--- src/rtl/spi_master_param.sv ---
// spi_master_param
//   Parametrised, fully synchronous SPI master supporting all four SPI modes.
//   SCLK is a registered output generated from mainclk. No derived or gated
//   clocks are used inside the block.
//
//   Optional macro SPI_LSB_FIRST_EN adds the lsb_first input, which is
//   latched at accept. When it is 1, words are shifted LSB first.
//
// Ports
//   mainclk    : system clock; all logic is on its rising edge
//   reset      : synchronous, active-high reset
//   start      : transfer request, sampled only in IDLE
//   spi_mode   : {CPOL, CPHA}, latched at accept
//   slave_sel  : target slave index, latched at accept
//   tx_data    : word to send, latched at accept
//   lsb_first  : (SPI_LSB_FIRST_EN only) bit order select, latched at accept
//   rx_data    : last received word, updated in the done cycle
//   busy       : transfer in progress
//   done       : one-cycle completion pulse
//   sclk       : SPI clock
//   mosi       : serial data out
//   miso       : serial data in, sampled directly on mainclk
//   cs_n       : active-low chip selects
module spi_master_param #(
   parameter int unsigned  DATA_W     = 8,
   parameter int unsigned  CLK_DIV    = 4,
   parameter int unsigned  NUM_SLAVES = 2,
   localparam int unsigned SEL_W      = (NUM_SLAVES > 1) ? $clog2(NUM_SLAVES) : 1
) (
   input  logic                  mainclk,
   input  logic                  reset,
   input  logic                  start,
   input  logic [1:0]            spi_mode,
   input  logic [SEL_W-1:0]      slave_sel,
   input  logic [DATA_W-1:0]     tx_data,
`ifdef SPI_LSB_FIRST_EN
   input  logic                  lsb_first,
`endif
   output logic [DATA_W-1:0]     rx_data,
   output logic                  busy,
   output logic                  done,
   output logic                  sclk,
   output logic                  mosi,
   input  logic                  miso,
   output logic [NUM_SLAVES-1:0] cs_n
);

   localparam int unsigned CNT_W  = (CLK_DIV > 1) ? $clog2(CLK_DIV) : 1;
   localparam int unsigned EDGE_W = $clog2(2 * DATA_W + 1);

   typedef enum logic [2:0] {IDLE, SETUP, XFER, HOLD, DONE} state_t;

   state_t                  state_q, state_d;
   logic [1:0]              mode_q, mode_d;
   logic                    lsb_q, lsb_d, lsb_in;
   logic [DATA_W-1:0]       tx_q, tx_d;
   logic [DATA_W-1:0]       rxsh_q, rxsh_d;
   logic [DATA_W-1:0]       rx_q, rx_d;
   logic [CNT_W-1:0]        cnt_q, cnt_d;
   logic [EDGE_W-1:0]       edge_q, edge_d;
   logic                    sclk_q, sclk_d;
   logic                    mosi_q, mosi_d;
   logic [NUM_SLAVES-1:0]   cs_q, cs_d;
   logic                    busy_q, busy_d;
   logic                    done_q, done_d;
   logic                    half_end, lead, last_edge;

`ifdef SPI_LSB_FIRST_EN
   assign lsb_in = lsb_first;
`else
   assign lsb_in = 1'b0;
`endif

   // Bit at the head of the outgoing word for the selected bit order
   function automatic logic head_bit(input logic [DATA_W-1:0] v, input logic lsb);
      return lsb ? v[0] : v[DATA_W-1];
   endfunction

   function automatic logic [DATA_W-1:0] shift_out(input logic [DATA_W-1:0] v, input logic lsb);
      return lsb ? (v >> 1) : (v << 1);
   endfunction

   always_comb begin
      state_d   = state_q;
      mode_d    = mode_q;
      lsb_d     = lsb_q;
      tx_d      = tx_q;
      rxsh_d    = rxsh_q;
      rx_d      = rx_q;
      cnt_d     = cnt_q;
      edge_d    = edge_q;
      sclk_d    = sclk_q;
      mosi_d    = mosi_q;
      cs_d      = cs_q;
      busy_d    = busy_q;
      done_d    = 1'b0;
      half_end  = (cnt_q == CNT_W'(CLK_DIV - 1));
      lead      = 1'b0;
      last_edge = 1'b0;

      case (state_q)
         IDLE: begin
            busy_d = 1'b0;
            sclk_d = mode_q[1];
            if (start) begin
               state_d = SETUP;
               busy_d  = 1'b1;
               mode_d  = spi_mode;
               lsb_d   = lsb_in;
               sclk_d  = spi_mode[1];
               cnt_d   = '0;
               edge_d  = '0;
               rxsh_d  = '0;
               cs_d    = '1;
               for (int unsigned i = 0; i < NUM_SLAVES; i++) begin
                  if (slave_sel == SEL_W'(i)) cs_d[i] = 1'b0;
               end
               // CPHA=0 presents the first bit before the first edge, so it
               // is consumed here; CPHA=1 keeps the whole word for the edges.
               if (spi_mode[0]) begin
                  tx_d   = tx_data;
                  mosi_d = 1'b0;
               end else begin
                  tx_d   = shift_out(tx_data, lsb_in);
                  mosi_d = head_bit(tx_data, lsb_in);
               end
            end
         end

         // SETUP is the first half-period; its expiry produces edge 1.
         // Every later half-period in XFER ends with the next edge, except
         // the final one, which forms the trailing gap before HOLD.
         SETUP, XFER: begin
            cnt_d = cnt_q + CNT_W'(1);
            if (half_end) begin
               cnt_d = '0;
               if (edge_q == EDGE_W'(2 * DATA_W)) begin
                  state_d = HOLD;
               end else begin
                  state_d   = XFER;
                  edge_d    = edge_q + EDGE_W'(1);
                  sclk_d    = ~sclk_q;
                  lead      = ~edge_q[0];
                  last_edge = (edge_q == EDGE_W'(2 * DATA_W - 1));
                  // Sample on leading when CPHA=0, on trailing when CPHA=1
                  if (lead != mode_q[0]) begin
                     rxsh_d = lsb_q ? {miso, rxsh_q[DATA_W-1:1]}
                                    : {rxsh_q[DATA_W-2:0], miso};
                  end
                  if ((lead == mode_q[0]) && !last_edge) begin
                     mosi_d = head_bit(tx_q, lsb_q);
                     tx_d   = shift_out(tx_q, lsb_q);
                  end
               end
            end
         end

         HOLD: begin
            cnt_d = cnt_q + CNT_W'(1);
            if (half_end) begin
               state_d = DONE;
               cnt_d   = '0;
               edge_d  = '0;
               done_d  = 1'b1;
               rx_d    = rxsh_q;
               cs_d    = '1;
            end
         end

         DONE: begin
            state_d = IDLE;
            busy_d  = 1'b0;
         end

         default: state_d = IDLE;
      endcase
   end

   always_ff @(posedge mainclk) begin
      if (reset) begin
         state_q <= IDLE;
         mode_q  <= '0;
         lsb_q   <= 1'b0;
         tx_q    <= '0;
         rxsh_q  <= '0;
         rx_q    <= '0;
         cnt_q   <= '0;
         edge_q  <= '0;
         sclk_q  <= 1'b0;
         mosi_q  <= 1'b0;
         cs_q    <= '1;
         busy_q  <= 1'b0;
         done_q  <= 1'b0;
      end else begin
         state_q <= state_d;
         mode_q  <= mode_d;
         lsb_q   <= lsb_d;
         tx_q    <= tx_d;
         rxsh_q  <= rxsh_d;
         rx_q    <= rx_d;
         cnt_q   <= cnt_d;
         edge_q  <= edge_d;
         sclk_q  <= sclk_d;
         mosi_q  <= mosi_d;
         cs_q    <= cs_d;
         busy_q  <= busy_d;
         done_q  <= done_d;
      end
   end

   assign rx_data = rx_q;
   assign busy    = busy_q;
   assign done    = done_q;
   assign sclk    = sclk_q;
   assign mosi    = mosi_q;
   assign cs_n    = cs_q;

endmodule

--- config.mk ---
export PLATFORM = sky130hd
export DESIGN_NAME = spi_master_param
export DESIGN_NICKNAME = d
export VERILOG_FILES = /design/src/rtl/spi_master_param.sv
export SDC_FILE = /design/constraint.sdc
export NUM_CORES = 1
export LEC_CHECK = 0
export ABC_CLOCK_PERIOD_IN_PS = 2400
export CORE_UTILIZATION = 54
export CTS_CLUSTER_DIAMETER = 200
export CTS_CLUSTER_SIZE = 40
export DETAILED_ROUTE_END_ITERATION = 8
export PLACE_DENSITY = 0.79
export SYNTH_ARGS = -nofsm -noshare
export SYNTH_HDL_FRONTEND = slang
export SYNTH_SLANG_ARGS = --single-unit
--- constraint.sdc ---
create_clock -name mainclk -period 2.4 [get_ports mainclk]
set_input_delay 0.24 -clock mainclk [delete_from_list [all_inputs] [get_ports mainclk]]
set_output_delay 0.24 -clock mainclk [all_outputs]
set_load 0.005 [all_outputs]
# Yosys cells after proc, flatten, opt, wreduce, memory -nomap -nowiden
# Index checks and enable logic that the tools add are counted.
[word_totals]
out_inout_bits = 14
elab_cells = 94
inputBits = 15
regBits = 42
[classes]
reduce_logical = 20
n_addsub = 2
eq_ne = 15
bitwise_logic = 3
n_mux = 42
[op_table]
columns = ["operator", "n"]
rows = [
  ["$mux W8", 9],
  ["$pmux W8 S2", 2],
  ["$mux W5", 4],
  ["$pmux W5 S3", 1],
  ["$reduce_and A5 Y1", 3],
  ["$mux W1", 13],
  ["$ne A2 B2 Y1 const B", 6],
  ["$mux W3", 3],
  ["$pmux W3 S3", 1],
  ["$reduce_and A3 Y1", 3],
  ["$mux W2", 4],
  ["$pmux W2 S2", 2],
  ["$reduce_bool A2 Y1", 4],
  ["$eq A3 B2 Y1 const B", 2],
  ["$pmux W1 S2", 3],
  ["$reduce_and A2 Y1", 3],
  ["$add A5 B1 Y5 const B", 1],
  ["$eq A5 B4 Y1 const B", 1],
  ["$eq A5 B5 Y1 const B", 1],
  ["$reduce_or A2 Y1", 2],
  ["$eq A3 B1 Y1 const B", 1],
  ["$eq A3 B3 Y1 const B", 1],
  ["$logic_not A3 Y1", 1],
  ["$not A1 Y1", 3],
  ["8 further kinds", 8],
]

# Longest topological paths before layout
# Gate-level depths: netlist of the first run.
[logic_depth]
ltp_word = 7
mapped_depth = 9
depth_no_buf = 7

# Least setup slack after synthesis of the first run
# No wires, ideal clock.
[synth_path]
kind = "reg2reg"
startpoint = "register edge_q[0]"
endpoint = "register tx_q[0]"
setup_time_ns = 0.070
n_path_buf = 2
path_stages_with_launch = 9
t_arrival_ns = 1.843
setup_slack_ns = 0.487
required_time_ns = 2.330
synth_period_minus_slack_ns = 1.913
path_cell_list = "dfxtp_1 clkbuf_1 inv_1 ha_1 nand4bb_1 clkbuf_1 nand4_2 a211o_1 a21oi_1"
[synth_via]
elab_chain_cells = 5
elab_cells_between_ends = 9
classes_between = "eq/ne (5); bitwise (1); reduce/logical (3)"
[synth_rtl]
columns = ["item", "line", "source"]
rows = [
  ["from (decl)", "60", "logic [EDGE_W-1:0] edge_q, edge_d;"],
  ["from (signal assigned)", "202", "edge_q <= edge_d;"],
  ["$eq A5 B4 Y1 / $not A1 Y1 (equally long branches)", "144, 143", ""],
  ["$logic_not A1 Y1 / $eq A1 B1 Y1 (equally long branches)", "150", "if ((lead == mode_q[0]) && !last_edge) begin"],
  ["$logic_and A1 B1 Y1", "150", ""],
  ["$ne A2 B2 Y1 (no source line)", "--", ""],
  ["$reduce_and A5 Y1 (no source line) *", "--", ""],
  ["to (signal assigned)", "198", "tx_q <= tx_d;"],
  ["to (decl)", "56", "logic [DATA_W-1:0] tx_q, tx_d;"],
]
# Mark *: on every way between the ends. The rest lies on a longest branch, timed or not.
# A chain may end at the register's enable or synchronous reset.

# Final worst setup path of the first run
# Ends and elaborated chain as after synthesis.

==> metrics.yaml, run 1 <==
end_kind: "register"
rsz0062_at_grt: "false"
rows: 22
start_util_pct: 56.4
grt_max_degree: 34
timing.final.crit_share_pct: 88.2
nNetsFinal: 289
critPathRequiredTime_ns: 2.63
synth_simple_gate_area_share_pct: 26.9
synth_top_family_by_area: "simple AND/OR/NAND/NOR gates"
die_w_um: 64.1
clkTransAtPathRegs_ns: 0.09
hold_violations: 0
status: "finished clean"
place_inst: 311
slew_headroom_pct: 66.7
ys.flop_type: "dfxtp_1"
synth-edff-count: 0
seq_area_frac_synth_pct: 40.4
maxCapViolCount: 0
final_cell_mix: "43 x nand2_1, 42 x dfxtp_1, 33 x a21oi_1"
max_freq_mhz: 472
cts_buffers: 5
dieHeight_um: 64.1
synth-compound-area-share_pct: 16.5
peakVddDrop_uv: 353
crit_path_start_kind: "register"
yosysWarnings: 0
clockRootBuffer: "clkbuf_8"
wirelength_mm: 4.42
timing.hold.ws_ns: 0.458
port_buffers: 28
grt_antenna_before_repair: 0
grt_pass1_wl_mm: 7.53
antenna_cells: 0
final_common_cell: "nand2_1"
area_growth_syn_to_layout_pct: 19.6
grt_pass1_vias: 1687
leakagePower_nw: 0.895
via_per_inst: 5.77
layout.cells.non_filler: 319
tightestPinTransition_ns: 0.499
dr.pass1.iters: 6
drive_gt1_share_pct: 11.4
fin_util_pct: 67.4
muxShareOfSynthArea_pct: 4.75
async_flop_share_pct: 0
setup_viol: 0
vias: 1841
cts_buffer_depth: 2
synth_xor_area_share_pct: 3.37
min_period_ns: 2.12
drt_iter0_drc: 110
worstPathMaxFanout: 10
io_pins: 29
critPathKind: "reg2reg"
pwr_density_cell_mw_per_mm2: 556
post_cts_resized: 0
arrival_ns: 2.35
cts-htree-levels: 2
ctsHoldBuffers: 0
hold_class: "reg2reg"
fp.dieArea_mm2: 0.00410
grt_usage_pct: 23.4
ys_ff_latch: 42
syn_nets: 265
clock_latency_ns: 0.30
syn-instance-count: 246
synth_area_mm2: 0.00208
core_mm2: 0.00369
syn_avg_cell_area_um2: 8.45
drv_slew: 0
p_total_mw: 1.38
hpwl_mm: 2.98
gp_congestion: 0.847
fin_setup_tns_ns: 0
clkSinkCount: 42
wire_per_inst_um: 13.9
synth.distinct_cells: 46
post_cts_buffers: 0
drc: 0
antenna_left: 0
fin_worst_skew_ns: 0.0107
synthAdderAreaFrac_pct: 2.41
cts_tree: "done"
gr-total-overflow: 0
[final timing paths]
kind	from	to	slack, ns	cells after the start
worst max register to register	edge_q[0]$_SDFFE_PP0P_	tx_q[0]$_SDFFE_PP0P_	0.28	7
worst max-delay path	edge_q[0]$_SDFFE_PP0P_	tx_q[0]$_SDFFE_PP0P_	0.28	7
worst min register to register	rxsh_q[7]$_SDFFE_PP0P_	rxsh_q[7]$_SDFFE_PP0P_	0.46	2
worst min-delay path	rxsh_q[7]$_SDFFE_PP0P_	rxsh_q[7]$_SDFFE_PP0P_	0.46	2
[flip-flops by register name (all words and copies together), names as in the netlist]
signal / cells
cnt_q: 2
sclk: 1
edge_q: 5
busy: 1
done: 1
rxsh_q: 8
cs_n: 2
rx_data: 8
tx_q: 8
state_q: 3
mosi: 1
mode_q: 2
[cell type report]
type                            count  area (µm²)
Clock inverter                      3        25.0
Multi-Input combinational cell    179        1120
Timing Repair Buffer               38         355
Clock buffer                        5        68.8
Sequential cell                    42         841
Tap cell                           48        60.1
Fill cell                         325        1200
Inverter                            4        15.0
[cell usage after synthesis (all sizes together), types with 2 or more instances]
| cell | count | area [µm²] |
|---|---|---|
| dfxtp | 42 | 841 |
| and4 | 3 | 26.3 |
| a311oi | 2 | 23.8 |
| buf | 9 | 56.3 |
| o221ai | 7 | 61.3 |
| mux2i | 2 | 20.0 |
| nor3 | 5 | 25.0 |
| nor2b | 2 | 12.5 |
| nand3 | 18 | 90.1 |
| xor2 | 3 | 33.8 |
| o22ai | 4 | 25.0 |
| mux2 | 7 | 78.8 |
| clkbuf | 12 | 45.0 |
| nand2b | 2 | 12.5 |
| inv | 4 | 15.0 |
| nand2 | 43 | 161 |
| nor2 | 9 | 33.8 |
| a21oi | 33 | 165 |
| xnor2 | 2 | 36.3 |
| or3 | 7 | 43.8 |
| and4b | 3 | 30.0 |
| ha | 4 | 50.1 |
| nand3b | 2 | 15.0 |
| and3 | 2 | 12.5 |
| o21ai | 4 | 20.0 |
[metal layers]
metal  track usage, %  wire, µm  up-vias
li1                 -         -      927
met1             29.1      2150      878
met2             40.7      2100       32
met3             4.29       129        4
met4             6.82        42        0
met5                0         0        -
[stage by stage]
stage	setup slack, ns	instance area, µm²
final	0.283	2490
after global routing	0.119	2490
after CTS	0.294	2490
after detailed placement	0.293	2390
after global placement	0.365	2390
after floorplan	0.487	2080
[critical path, stage by stage (launching register included)]
cell,delay [ns]
dfxtp_1,0.38
ha_1,0.25
and3_1,0.19
ha_1,0.17
nor3b_1,0.26
nand4_2,0.30
a211o_1,0.37
a21oi_1,0.13
[cell families after synthesis]
logic type,count (synthesis)
XOR/XNOR,5
multiplexers,9
AO/OA/AOI/OAI,56
flip-flops,42
buffers and inverters,25
AND/OR/NAND/NOR,105
adder cells (fa/ha/maj),4
[where the power goes]
group	leakage, nW	total [mW]	internal [mW]	switching (mW)
logic	0.509	0.179	0.0896	0.0890
clock network	0.0447	0.474	0.210	0.264
registers	0.341	0.730	0.717	0.0133
Power figures use the tool's default switching activity.
==> run 2, diff against run 1 <==
Settings changed: CORE_UTILIZATION 54 to 60, DONT_BUFFER_PORTS set to 1, PLACE_DENSITY 0.79 to 0.76.
==> run 2 against run 1 <==
Against the previous run: hold slack lost 0.43 ns; register-to-register slack gained 0.03 ns; via count shrank 6.4%; maximum frequency grew 1.4%; final cell count shrank 9.1%; power shrank 10%; non-clock buffer count shrank 27; design area shrank 12%; combinational power shrank 23%; utilization shrank 1.6 points; routed wire length shrank 4.3%; sequential power is essentially flat.
==> metrics.yaml, run 2 (synthesis gave the netlist of run 1 again) <==
start_util_pct: 62.3  # was 56.4%
seqCellArea_um2: 841  # unchanged
drc: 0  # unchanged
drt_iter0_drc: 122  # was 110
r2r_start: "edge_q[0]$_SDFFE_PP0P_"  # unchanged
min_period_ns: 2.09  # was 2.12 ns
met3_usage_pct: 4.90  # was 4.29%
post_cts_buffers: 0  # unchanged
hold_violations: 0  # unchanged
busiest_layer: "met2"  # unchanged
nNetsFinal: 262  # was 289
cts_buffers: 5  # unchanged
gr-total-overflow: 0  # unchanged
grt_max_degree: 40  # was 34
drv_slew: 0  # unchanged
worstHoldStart: "spi_mode[1]"  # was rxsh_q[7]$_SDFFE_PP0P_
timing.final.crit_share_pct: 86.9  # was 88.2%
gp_congestion: 0.855  # was 0.847
use_met1_pct: 34.2  # was 29.1%
worstPathMaxFanout: 8  # was 10
final_cell_mix: "43 x nand2_1, 42 x dfxtp_1, 33 x a21oi_1"  # unchanged
hpwl_mm: 2.75  # was 2.98 mm
grt_antenna_before_repair: 0  # unchanged
max_freq_mhz: 479  # was 472 MHz
status: "finished clean"  # unchanged
end_kind: "register"  # unchanged
clockRootBuffer: "clkbuf_4"  # was clkbuf_8
via_per_inst: 5.94  # was 5.77
fillCellCount: 304  # was 325
leakagePower_nw: 0.785  # was 0.895 nW
grt_pass1_wl_mm: 6.81  # was 7.53 mm
wire_per_inst_um: 14.6  # was 13.9 µm
multiInputGateArea_mm2: 0.00112  # unchanged
arrival_ns: 2.37  # was 2.35 ns
rows: 21  # was 22
final_common_cell: "nand2_1"  # unchanged
vias: 1723  # was 1841
cts-htree-levels: 2  # unchanged
crit_path_start_kind: "register"  # unchanged
tightestPinTransition_ns: 0.497  # was 0.499 ns
critPathKind: "reg2reg"  # unchanged
grt_usage_pct: 25.0  # was 23.4%
cts_buffer_depth: 2  # unchanged
dr.pass1.iters: 4  # was 6
pwr_density_cell_mw_per_mm2: 565  # was 556 mW/mm²
postPlaceCellArea_mm2: 0.00210  # was 0.00239 mm²
maxCapViolCount: 0  # unchanged
fin_worst_skew_ns: 0.0245  # was 0.0107 ns
post_cts_resized: 0  # unchanged
port_buffers: 0  # was 28
critPathRequiredTime_ns: 2.69  # was 2.63 ns
critPathLaunch: "edge_q[0]$_SDFFE_PP0P_"  # unchanged
drive_gt1_share_pct: 12.7  # was 11.4%
clkSinkCount: 42  # unchanged
area_growth_syn_to_layout_pct: 5.60  # was 19.6%
wirelength_mm: 4.23  # was 4.42 mm
use_met2_pct: 39.6  # was 40.7%
clock_latency_ns: 0.37  # was 0.30 ns
die_w_um: 60.9  # was 64.1 µm
dieHeight_um: 60.9  # was 64.1 µm
io_pins: 29  # unchanged
slew_headroom_pct: 66.9  # was 66.7%
antenna_left: 0  # unchanged
setup_viol: 0  # unchanged
rsz0062_at_grt: "false"  # unchanged
grt_pass1_vias: 1500  # was 1687
clkTransAtPathRegs_ns: 0.13  # was 0.09 ns
antenna_cells: 0  # unchanged
cts_tree: "done"  # unchanged
fin_setup_tns_ns: 0  # unchanged
fp.dieArea_mm2: 0.00371  # was 0.00410 mm²
ff2ff_setup_slack_ns: 0.31  # was 0.28 ns
core_mm2: 0.00334  # was 0.00369 mm²
hold_class: "in2reg"  # was reg2reg
design_area_mm2: 0.00220  # was 0.00249 mm²
peakVddDrop_uv: 340  # was 353 µV
run 2: worst max-delay path, stage by stage (launching register included):
cell	delay, ns
dfxtp_1	0.40
ha_1	0.25
and3_1	0.18
ha_1	0.17
nor3b_1	0.27
and4_1	0.44
o221ai_1	0.16
a21oi_1	0.17
run 2: worst paths after layout:
check / cells after the start / end
setup / recovery: 7 / tx_q[6]$_SDFFE_PP0P_
hold / removal: 2 / mode_q[1]$_SDFFE_PP0P_
setup reg to reg: 7 / tx_q[6]$_SDFFE_PP0P_
hold reg to reg: 2 / rx_data[6]$_SDFFE_PP0P_
run 2: layout make-up:
type                       instances  area share (%)
multi-input combinational        179            51.1
sequential                        42            38.3
timing repair buffer              11            4.44
tap                               46            2.62
clock buffer                       5            1.71
clock inverter                     3            1.14
inverter                           4           0.684
run 2: per-stage QoR:
step	hold WS [ns]	total power, mW	cells	setup slack [ns]	util [%]
final	0.0247	1.24	290	0.313	65.8
after floorplan	0.376	0.859	246	0.487	-
after CTS	0.0155	1.25	290	0.314	65.8
after detailed placement	0.315	0.870	280	0.342	63.0
after global placement	0.312	0.869	280	0.400	63.0
after global routing	0.0277	1.29	290	0.156	65.8
run 2: routing by layer:
| metal | up-vias | routed length (µm) | share of wire, % |
|---|---|---|---|
| met5 | - | 0 | 0 |
| met4 | 0 | 53 | 1.3 |
| met3 | 5 | 262 | 6.2 |
| met2 | 56 | 1930 | 45 |
| met1 | 788 | 1990 | 47 |
| li1 | 874 | - | - |
run 2: power breakdown:
part | leakage, nW | switching (mW) | internal [mW]
registers | 0.341 | 0.0140 | 0.718
logic | 0.413 | 0.0753 | 0.0618
clock network | 0.0318 | 0.251 | 0.120
run 2: repair_timing:
| item | in CTS | in global routing |
|---|---|---|
| endpoints found under the hold margin | 39 | 0 |
| hold buffers | 2 | 0 |
| endpoints found under the setup margin | 0 | 0 |
